[config.mk]
export PLATFORM = sky130hd
export DESIGN_NAME = enc_data_slicer
export DESIGN_NICKNAME = d
export VERILOG_FILES = /design/src/rtl/enc_data_slicer_pkg.sv /design/src/rtl/enc_data_slicer.sv
export SDC_FILE = /design/constraint.sdc
export NUM_CORES = 1
export LEC_CHECK = 0
export CAP_MARGIN = 20
export CELL_PAD_IN_SITES_DETAIL_PLACEMENT = 2
export CELL_PAD_IN_SITES_GLOBAL_PLACEMENT = 2
export CORE_MARGIN = 4
export CORE_UTILIZATION = 45
export CTS_BUF_LIST = sky130_fd_sc_hd__clkbuf_2
export CTS_CLUSTER_SIZE = 20
export DETAILED_ROUTE_END_ITERATION = 10
export DONT_BUFFER_PORTS = 1
export GPL_TIMING_DRIVEN = 0
export PLACE_DENSITY_LB_ADDON = 0.1
export SLEW_MARGIN = 10
export SYNTH_ARGS = -nofsm -noshare
export SYNTH_HDL_FRONTEND = slang
export SYNTH_SLANG_ARGS = --single-unit
[constraint.sdc]
create_clock -name clk -period 14.7 [get_ports clk]
set_input_delay 1.47 -clock clk [delete_from_list [all_inputs] [get_ports clk]]
set_output_delay 1.47 -clock clk [all_outputs]
set_load 0.02 [all_outputs]
[src/rtl/enc_data_slicer_pkg.sv]
// Shared definitions for the encoder-to-decoder frame slicer.
package enc_data_slicer_pkg;

  localparam int unsigned MAX_CODE_RATE    = 3;
  localparam int unsigned SLICED_INPUT_NUM = 2 * MAX_CODE_RATE;
  localparam int unsigned FRAME_BITS       = 384;
  localparam int unsigned FRAME_STEPS      = 128;
  localparam int unsigned BEATS_PER_FRAME  = FRAME_STEPS / 2;

  localparam int unsigned IDX_W  = $clog2(FRAME_BITS);
  localparam int unsigned STEP_W = $clog2(FRAME_STEPS);
  localparam int unsigned BEAT_W = $clog2(BEATS_PER_FRAME);

  localparam logic CODE_RATE_2 = 1'b0;
  localparam logic CODE_RATE_3 = 1'b1;

  typedef enum logic [1:0] {
    IDLE = 2'd0,
    SEND = 2'd1,
    DONE = 2'd2
  } slicer_state_t;

endpackage

[src/rtl/enc_data_slicer.sv]
// Captures one encoded frame on the rising edge of encoder-done and streams it
// out two trellis steps per beat under a valid/ready handshake.
module enc_data_slicer
  import enc_data_slicer_pkg::*;
#(
  parameter int unsigned FRAME_W   = FRAME_BITS,
  parameter int unsigned SLICE_W   = SLICED_INPUT_NUM,
  parameter int unsigned NUM_BEATS = BEATS_PER_FRAME
) (
  input  logic               clk,
  input  logic               rst,
  input  logic               i_encoder_done,
  input  logic [FRAME_W-1:0] i_encoder_data,
  input  logic               i_code_rate,
  input  logic               i_ready,
  output logic [SLICE_W-1:0] o_slice_data,
  output logic               o_slice_valid,
  output logic               o_slice_last,
  output logic               o_busy,
  output logic               o_frame_done,
  output logic               o_overrun
);

  slicer_state_t       r_state;
  slicer_state_t       w_state_next;
  logic [BEAT_W-1:0]   r_beat;
  logic [FRAME_W-1:0]  r_data;
  logic                r_rate;
  logic                r_done_q;
  logic                r_overrun;

  logic                w_done_rise;
  logic                w_accept;
  logic                w_last_beat;
  logic [STEP_W-1:0]   w_step1;
  logic [STEP_W-1:0]   w_step2;

  // Symbol for one trellis step. The frame is MSB-first, so step s starts at
  // bit (FRAME_W-1 - rate*s) and walks downward. Rate 1/2 carries two code
  // bits per step; the third symbol bit is forced to zero.
  function automatic logic [2:0] get_sym(
    input logic [FRAME_W-1:0] data,
    input logic               rate,
    input logic [STEP_W-1:0]  step
  );
    logic [IDX_W-1:0] top;
    logic [IDX_W-1:0] step_x;
    logic [2:0]       sym;
    sym    = '0;
    step_x = IDX_W'(step);
    if (rate == CODE_RATE_3) begin
      top    = IDX_W'(FRAME_W - 1) - (step_x + (step_x << 1));
      sym[0] = data[top];
      sym[1] = data[top - IDX_W'(1)];
      sym[2] = data[top - IDX_W'(2)];
    end else begin
      top    = IDX_W'(FRAME_W - 1) - (step_x << 1);
      sym[0] = data[top];
      sym[1] = data[top - IDX_W'(1)];
    end
    return sym;
  endfunction

  assign w_done_rise = i_encoder_done & ~r_done_q;
  assign w_accept    = (r_state == SEND) & i_ready;
  assign w_last_beat = (r_beat == BEAT_W'(NUM_BEATS - 1));
  assign w_step1     = {r_beat, 1'b0};
  assign w_step2     = {r_beat, 1'b1};

  // State register.
  always_ff @(posedge clk) begin
    if (rst) begin
      r_state <= IDLE;
    end else begin
      r_state <= w_state_next;
    end
  end

  // Next-state logic: capture on a done edge, leave SEND after the last beat
  // is accepted, and spend exactly one cycle in DONE for the completion pulse.
  always_comb begin
    w_state_next = r_state;
    case (r_state)
      IDLE: begin
        if (w_done_rise) begin
          w_state_next = SEND;
        end
      end
      SEND: begin
        if (w_accept && w_last_beat) begin
          w_state_next = DONE;
        end
      end
      DONE: begin
        w_state_next = IDLE;
      end
      default: begin
        w_state_next = IDLE;
      end
    endcase
  end

  // Frame capture, beat counter, done edge history and sticky overrun flag.
  always_ff @(posedge clk) begin
    if (rst) begin
      r_done_q  <= 1'b0;
      r_data    <= '0;
      r_rate    <= 1'b0;
      r_beat    <= '0;
      r_overrun <= 1'b0;
    end else begin
      r_done_q <= i_encoder_done;
      if ((r_state == IDLE) && w_done_rise) begin
        r_data <= i_encoder_data;
        r_rate <= i_code_rate;
        r_beat <= '0;
      end else if (w_accept) begin
        r_beat <= r_beat + BEAT_W'(1);
      end
      if (w_done_rise && (r_state != IDLE)) begin
        r_overrun <= 1'b1;
      end
    end
  end

  // Output decode from state; slice data is zero outside SEND.
  always_comb begin
    o_slice_data  = '0;
    o_slice_valid = 1'b0;
    o_slice_last  = 1'b0;
    o_busy        = 1'b0;
    o_frame_done  = 1'b0;
    o_overrun     = r_overrun;
    case (r_state)
      SEND: begin
        o_slice_valid = 1'b1;
        o_busy        = 1'b1;
        o_slice_last  = w_last_beat;
        o_slice_data  = {get_sym(r_data, r_rate, w_step2),
                         get_sym(r_data, r_rate, w_step1)};
      end
      DONE: begin
        o_frame_done = 1'b1;
      end
      default: begin
      end
    endcase
  end

endmodule

==> impl_results.rst, run 1 <==
.. list-table::
   :header-rows: 1

   * - Metric
     - Value
   * - Result of the run
     - complete, no violations
   * - Per-cell via count in the routed design
     - 7.89
   * - Clock network power share
     - 0.299
   * - Cell with the most instances after synthesis
     - sky130_fd_sc_hd__dfxtp_1
   * - Post-synth EDFFs
     - 0
   * - 1st-pass router iterations
     - 6
   * - Clk Latency, worst-skew pair
     - about 1.3 ns
   * - Boundary pin count
     - 400
   * - Violation count after the first detailed-route iteration
     - 3531
   * - Crit Path Max Fanout
     - 12
   * - Dominant register cell in the synthesized netlist
     - sky130_fd_sc_hd__dfxtp_1
   * - Logic pwr share
     - 0.236
   * - Worst-Margin Slew
     - 1.26 ns
   * - Launching element type of the critical path
     - flip-flop
   * - Global-route wire length before repair
     - 173000 microns
   * - Worst-case clock buffer depth
     - 3
   * - Final count of pins violating max slew
     - 0
   * - Hold WC Path Type
     - input port to flip-flop
   * - Cell taking the most area after synthesis
     - sky130_fd_sc_hd__mux4_2
   * - Y dimension of the die
     - 239 microns
   * - Final weighted congestion of routability-driven global placement
     - about 1
   * - HPWL reported at the end of detailed placement
     - 94000 microns
   * - Critical Path AT
     - 9.85 ns
   * - Cell row count
     - 84
   * - DRC violation count after routing
     - 0
   * - Average footprint of a synthesized cell
     - 13.2 sq um
   * - CTS H-tree lvls
     - 3
   * - Cell internal pwr
     - 1730 uW
   * - Grt total ovfl
     - 0
   * - Number of warning messages in the yosys log
     - 0
   * - Net count reported at finish
     - 2341
   * - Die X
     - 239 microns
   * - Clock-pin slew reported for the worst setup and hold paths after clock tree synthesis
     - 0.13 ns
   * - Cell variety after synth
     - between 50 and 60
   * - Post-synth top area share
     - 0.357
   * - Hold-fix buffers at CTS
     - 0
   * - Power density relative to cell area
     - 104 mW/mm^2
   * - Clock skew after layout
     - 0.0859 ns
   * - Largest cells by area after synthesis
     - sky130_fd_sc_hd__mux4_2 (36%), sky130_fd_sc_hd__dfxtp_1 (33%), sky130_fd_sc_hd__a22o_1 (14%)
   * - Post-route cell area
     - 0.0260 sq mm
   * - Effective utilization at floorplan
     - 0.455
   * - Switching share of total power
     - 0.359
   * - Initial antenna violation count
     - 16
   * - Clock tree from TritonCTS
     - built
   * - Final Core Density
     - 0.495
   * - Die area
     - between 0.05 and 0.06 sq mm
   * - VDD IR max
     - 68.4 uV
   * - Unrepaired setup endpoints after global routing
     - false
   * - Crit end category
     - output pin
   * - Total core area
     - 0.0526 sq mm
   * - Number of buffers created by CTS
     - 103
   * - Path type of the worst setup path
     - flip-flop to output pin
   * - Total wire length after detailed routing
     - 125000 microns
   * - Number of nets in the synthesized netlist
     - 2218
   * - Seq/Total Area, Yosys
     - 0.331
   * - Worst slew margin
     - 0.157
   * - Post-CTS setup buffer count
     - 0
   * - Fraction of layout instances using a drive strength above 1
     - 0.321
   * - Most instantiated cells after synthesis
     - sky130_fd_sc_hd__dfxtp_1 (395), sky130_fd_sc_hd__a22o_1 (388), sky130_fd_sc_hd__mux4_2 (379)
   * - Count of clock tree sinks
     - 395
   * - Layout Area Growth over Synthesis
     - 8.74%
   * - Maximum number of pins on one net before global-route repair
     - 16
   * - Netlist Area Pre-Place
     - 0.0239 sq mm
   * - Fraction of the cycle the final worst path needs
     - 0.770
   * - Minimum setup slack in the final design
     - 3.38 ns
   * - Vias in the first global route
     - between 20000 and 25000
   * - Number of port buffers
     - 0
   * - Post-synthesis register bit count
     - just under 400
   * - Fin Setup TNS
     - 0 ns
   * - Fraction of registers with async set/reset
     - 0
   * - Proportion of power drawn by flip-flops and latches
     - 0.465
   * - Post-Syn Instances
     - 1810
   * - Clk root buf
     - sky130_fd_sc_hd__clkbuf_2
   * - Final hold violation count
     - 0
   * - Final antenna-violating net count
     - 0
   * - Switching Power
     - around 970 uW
   * - Number of instances resized during post-cts repair
     - 0
   * - Average wire length per cell after detail routing
     - about 46 microns
   * - Final setup vio count
     - 0
   * - Routed via count
     - 21400
   * - Setup WS pre-CTS
     - 5.10 ns
   * - Clock period minus worst slack
     - 11.32 ns
   * - Number of maximum-capacitance constraint violations
     - 0
   * - Leakage power
     - 0.00948 uW
   * - Required time of the worst setup path
     - approximately 13 ns
   * - Peak Freq
     - 88.3 MHz
   * - Tightest hold margin
     - 0.287 ns
   * - Dpl cell area
     - 0.0250 sq mm
   * - Total track usage
     - 0.427
## state kept, by name, summed over array words and instances (netlist names)
register / cells
r_beat: 6
r_done_q: 1
r_rate: 1
r_data: 384
r_state: 2
o_overrun: 1
## layout make-up
class / count / area, sq um
Clock inverter: 40 / 254
Inverter: 10 / 37.5
Multi-Input combinational cell: 1201 / 15100
Buffer: 204 / 861
Fill cell: 5143 / 26500
Timing Repair Buffer: 18 / 229
Tap cell: 688 / 861
Antenna cell: 13 / 32.5
Sequential cell: 395 / 7910
Clock buffer: 138 / 691
## worst max-delay path: stages, from the launching register on
cell and delay, ns:
sky130_fd_sc_hd__dfxtp_1 0.36, sky130_fd_sc_hd__buf_2 0.23, sky130_fd_sc_hd__inv_2 0.19, sky130_fd_sc_hd__buf_2 0.55, sky130_fd_sc_hd__buf_2 0.51, sky130_fd_sc_hd__clkbuf_1 0.95, sky130_fd_sc_hd__ha_1 0.37, sky130_fd_sc_hd__ha_1 0.16
sky130_fd_sc_hd__clkbuf_1 0.27, sky130_fd_sc_hd__buf_2 0.55, sky130_fd_sc_hd__inv_1 0.23, sky130_fd_sc_hd__nor2_1 0.56, sky130_fd_sc_hd__nor2_1 0.20, sky130_fd_sc_hd__xor2_2 0.65, sky130_fd_sc_hd__buf_8 0.24, sky130_fd_sc_hd__clkbuf_1 0.79
sky130_fd_sc_hd__a21oi_1 0.35, sky130_fd_sc_hd__o21ai_0 0.41, sky130_fd_sc_hd__o2111ai_1 0.14, sky130_fd_sc_hd__a31oi_1 0.87
## cells by family (layout without fill, tap and decap cells)
logic type | after synthesis | in the layout | synth area share
xor+xnor | 26 | 26 | 0.0102
fa+ha+maj | 19 | 19 | 0.0103
flops | 395 | 395 | 0.331
compound gates | 501 | 501 | 0.174
mux | 495 | 495 | 0.406
other cells | 0 | 13 | 0
simple gates | 160 | 160 | 0.0310
buf+inv | 214 | 410 | 0.0373
## through the flow
step                instances  total power [uW]
finish                   2707              2700
global route             2705              2790
CTS                      2689              2680
floorplan                1810              1620
detailed placement       2511              1880
global placement         2498              1850
## routing by layer
layer,global-route usage,share of wire
met2,0.653,0.45
met1,0.521,0.35
met4,0.235,0.068
met3,0.166,0.14
met5,0.00842,0.0012
## power groups by stage
stage	clock, uW	combinational, uW	sequential (uW)
2_1_floorplan	0	405	1220
3_3_place_gp	0	586	1260
3_5_place_dp	0	610	1270
4_1_cts	821	614	1250
5_1_grt	882	647	1260
6_report	808	637	1260
## path summary, 6_finish.rpt
kind,endpoint,cells past startpoint,from,slack [ns]
worst min register to register,r_data[126]$_SDFFE_PP0P_,1,r_data[126]$_SDFFE_PP0P_,0.54
worst max-delay path,o_slice_data[2],19,r_beat[0]$_SDFFE_PP0P_,3.38
worst max register to register,r_beat[1]$_SDFFE_PP0P_,14,r_beat[0]$_SDFFE_PP0P_,7.88
worst min-delay path,r_data[146]$_SDFFE_PP0P_,1,i_encoder_data[146],0.29
## cells in the final DEF (no fill, tap or decap), types with 10 or more instances in the layout
cell type / n
sky130_fd_sc_hd__dfxtp_1: 395
sky130_fd_sc_hd__a22o_1: 388
sky130_fd_sc_hd__mux4_2: 379
sky130_fd_sc_hd__clkbuf_2: 140
sky130_fd_sc_hd__clkbuf_1: 118
sky130_fd_sc_hd__mux2i_1: 100
sky130_fd_sc_hd__buf_2: 59
sky130_fd_sc_hd__nand2_1: 57
sky130_fd_sc_hd__nor2_1: 37
sky130_fd_sc_hd__clkinv_1: 26
sky130_fd_sc_hd__a21oi_1: 23
sky130_fd_sc_hd__o21ai_0: 22
sky130_fd_sc_hd__nand3_1: 21
sky130_fd_sc_hd__buf_1: 20
sky130_fd_sc_hd__ha_1: 18
sky130_fd_sc_hd__mux2_2: 16
sky130_fd_sc_hd__diode_2: 13
sky130_fd_sc_hd__xnor2_1: 13
sky130_fd_sc_hd__a22oi_1: 13
sky130_fd_sc_hd__nor2b_1: 12
sky130_fd_sc_hd__a211oi_1: 12
sky130_fd_sc_hd__o211ai_1: 10
Power figures use the tool's default switching activity.
==> run 2, diff against run 1 <==
--- a/config.mk
+++ b/config.mk
@@ -9,7 +9,7 @@
 export CELL_PAD_IN_SITES_DETAIL_PLACEMENT = 2
 export CELL_PAD_IN_SITES_GLOBAL_PLACEMENT = 2
 export CORE_MARGIN = 4
-export CORE_UTILIZATION = 45
+export CORE_UTILIZATION = 41
 export CTS_BUF_LIST = sky130_fd_sc_hd__clkbuf_2
 export CTS_CLUSTER_SIZE = 20
 export DETAILED_ROUTE_END_ITERATION = 10
==> constraint.sdc (replaced) <==
create_clock -name clk -period 9.7 [get_ports clk]
set_input_delay 0.97 -clock clk [delete_from_list [all_inputs] [get_ports clk]]
set_output_delay 0.97 -clock clk [all_outputs]
set_load 0.02 [all_outputs]
==> impl_results.rst, run 2 (synthesis gave the netlist of run 1 again) <==
.. list-table::
   :header-rows: 1

   * - Metric
     - Value
   * - Result of the run
     - finished, violations left (was complete, no violations)
   * - Violations in the final reports
     - setup timing
   * - Final setup vio count
     - 5 (was 0)
   * - Global-route wire length before repair
     - 199000 microns (was 173000 microns)
   * - Worst min-delay path startpoint
     - rst (was i_encoder_data[146])
   * - Y dimension of the die
     - 250 microns (was 239 microns)
   * - Post-route cell area
     - 0.0300 sq mm (was 0.0260 sq mm)
   * - Layout Area Growth over Synthesis
     - 25.6% (was 8.74%)
   * - Routed via count
     - 23800 (was 21400)
   * - Total wire length after detailed routing
     - 144000 microns (was 125000 microns)
   * - Vias in the first global route
     - 25300 (was 22300)
   * - Clk Latency, worst-skew pair
     - 1.39 ns (was 1.30 ns)
   * - Path type of the worst setup path
     - flip-flop to output pin (unchanged)
   * - Grt total ovfl
     - 0 (unchanged)
   * - Top Registers
     - r_data x384, r_beat x6, r_state x2 (unchanged)
   * - Flip-flop count of the largest register, all copies and words added
     - 384 (unchanged)
   * - VDD IR max
     - 113 uV (was 68.4 uV)
   * - Final hold violation count
     - 0 (unchanged)
   * - CP startpoint
     - r_beat[0]$_SDFFE_PP0P_ (unchanged)
   * - Average wire length per cell after detail routing
     - 45.5 microns (was 46.0 microns)
   * - Final count of pins violating max slew
     - 0 (unchanged)
   * - Dpl cell area
     - 0.0251 sq mm (was 0.0250 sq mm)
   * - Hold WC Path Type
     - input port to flip-flop (unchanged)
   * - Cell row count
     - 88 (was 84)
   * - Peak Freq
     - 102 MHz
   * - Clock period minus worst slack
     - 9.84 ns
   * - Initial antenna violation count
     - 17 (was 16)
   * - Clock tree from TritonCTS
     - built (unchanged)
   * - Worst-case clock buffer depth
     - 3 (unchanged)
   * - Master of the slowest instance on the critical path
     - sky130_fd_sc_hd__buf_2 (was sky130_fd_sc_hd__clkbuf_1)
   * - HPWL reported at the end of detailed placement
     - 93800 microns (was 94000 microns)
   * - Worst-path cell chain
     - buf_2 > inv_2 > buf_2 > buf_2 > clkbuf_2 > ha_1 > ha_1 > clkbuf_1 > buf_2 > buf_4 > a31oi_1 > xnor2_1 > buf_2 > buf_2 > mux4_2 > mux2i_1 > mux2i_1 > a32oi_1 > o21ai_1 (was buf_2 > inv_2 > buf_2 > buf_2 > clkbuf_1 > ha_1 > ha_1 > clkbuf_1 > buf_2 > inv_1 > nor2_1 > nor2_1 > xor2_2 > buf_8 > clkbuf_1 > a21oi_1 > o21ai_0 > o2111ai_1 > a31oi_1)
   * - Final weighted congestion of routability-driven global placement
     - 0.998 (was 1.02)
   * - Overall power
     - 4360 uW (was 2700 uW)
   * - Worst slew margin
     - 0.126 (was 0.157)
   * - DRC violation count after routing
     - 0 (unchanged)
   * - Final antenna-violating net count
     - 0 (unchanged)
   * - Count of clock tree sinks
     - 395 (unchanged)
   * - Power density relative to cell area
     - 145 mW/mm^2 (was 104 mW/mm^2)
   * - Minimum setup slack in the final design
     - -0.140 ns (was 3.38 ns)
   * - Crit end category
     - output pin (unchanged)
   * - Leakage power
     - 0.0111 uW (was 0.00948 uW)
   * - Clock skew after layout
     - 0.155 ns (was 0.0859 ns)
   * - Effective utilization at floorplan
     - 0.414 (was 0.455)
   * - Largest reg by FF count
     - r_data (unchanged)
   * - Violation count after the first detailed-route iteration
     - 3897 (was 3531)
   * - Most frequent cells in the layout
     - sky130_fd_sc_hd__dfxtp_1 (395), sky130_fd_sc_hd__dlygate4sd3_1 (389), sky130_fd_sc_hd__a22o_1 (388) (was sky130_fd_sc_hd__dfxtp_1 (395), sky130_fd_sc_hd__a22o_1 (388), sky130_fd_sc_hd__mux4_2 (379))
   * - Die X
     - 250 microns (was 239 microns)
   * - Number of maximum-capacitance constraint violations
     - 0 (unchanged)
   * - Dominant cell type by count on the critical path
     - sky130_fd_sc_hd__buf_2 (unchanged)
   * - Net count reported at finish
     - 2734 (was 2341)
   * - Crit Path Max Fanout
     - 12 (unchanged)
   * - 1st-pass router iterations
     - 5 (was 6)
   * - Fraction of layout instances using a drive strength above 1
     - 0.274 (was 0.321)
   * - Final standard cell count with taps included and fillers excluded
     - 3173 (was 2707)
   * - Fraction of the cycle the final worst path needs
     - 1.01
   * - Required time of the worst setup path
     - 8.73 ns (was 13.23 ns)
   * - Total instance count after detailed placement
     - 2588 (was 2511)
   * - Critical Path AT
     - 8.87 ns (was 9.85 ns)
   * - Tightest hold margin
     - 0.162 ns (was 0.287 ns)
   * - CTS H-tree lvls
     - 3 (unchanged)
   * - Boundary pin count
     - 400 (unchanged)
   * - Maximum number of pins on one net before global-route repair
     - 17 (was 16)
   * - Die area
     - 0.0623 sq mm (was 0.0569 sq mm)
   * - Total track usage
     - 0.445 (was 0.427)
   * - Number of buffers created by CTS
     - 103 (unchanged)
   * - Fin Setup TNS
     - -0.374 ns (was 0 ns)
   * - Worst-Margin Slew
     - 1.31 ns (was 1.26 ns)
   * - Number of port buffers
     - 0 (unchanged)
   * - Worst R2R Start
     - r_beat[0]$_SDFFE_PP0P_ (unchanged)
   * - Total core area
     - 0.0577 sq mm (was 0.0526 sq mm)
   * - Clk root buf
     - sky130_fd_sc_hd__clkbuf_2 (unchanged)
   * - Leading cell type in the layout, fill and taps excluded
     - sky130_fd_sc_hd__dfxtp_1 (unchanged)
   * - Maximum cell stage delay along the critical path
     - 0.68 ns (was 0.95 ns)
   * - Clock-pin slew reported for the worst setup and hold paths after clock tree synthesis
     - 0.11 ns (was 0.13 ns)
   * - Launching element type of the critical path
     - flip-flop (unchanged)
   * - Per-cell via count in the routed design
     - 7.51 (was 7.89)
## run 2: power by group
part / internal (uW) / switching, uW
combinational: 528 / 621
sequential: 1730 / 192
clock: 426 / 866
## run 2: cell type report
cell class / count / area, sq um
repair buffers: 411 / 4180
well taps: 765 / 957
flip-flops and latches: 395 / 7910
multi-input cells: 1201 / 15200
fillers: 5540 / 27700
clock buffers: 142 / 711
plain buffers: 204 / 878
inverters: 10 / 37.5
clock inverters: 28 / 159
diodes: 17 / 42.5
## run 2: worst max-delay path, delay by kind of cell, from the launching register on
family | cells | cell delay (ns)
compound gates | 3 | 0.86
xor+xnor | 1 | 0.56
fa+ha+maj | 2 | 0.46
buf+inv | 10 | 4.37
flops | 1 | 0.34
mux | 3 | 0.96
## run 2: repair_timing
item	in CTS	in global routing
buffers inserted	0	0
hold endpoints to repair	389	0
endpoints found under the setup margin	5	2
hold buffers	389	0
pin swaps	1	0
resized for setup	7	3
## run 2: worst paths after layout
check	slack [ns]	end	cells after the start
worst max-delay path	-0.14	o_slice_data[1]	19
worst min-delay path	0.16	r_beat[1]$_SDFFE_PP0P_	3
worst max register to register	3.35	r_beat[1]$_SDFFE_PP0P_	14
worst min register to register	0.54	r_data[59]$_SDFFE_PP0P_	1
## run 2: stage by stage
stage / setup slack (ns) / util
6_report: -0.140 / 0.521
4_1_cts: 0.0849 / 0.518
5_1_grt: -0.108 / 0.520
3_5_place_dp: 0.688 / 0.435
2_1_floorplan: 3.84 / -
3_3_place_gp: -0.658 / 0.431
## run 2: metal layers
metal | wire length (microns) | vias up | global-route usage
li1 | - | 8695 | -
met1 | 49600 | 12200 | 0.525
met2 | 66200 | 2302 | 0.706
met3 | 17900 | 606 | 0.146
met4 | 10700 | 8 | 0.276
met5 | 55 | - | 0
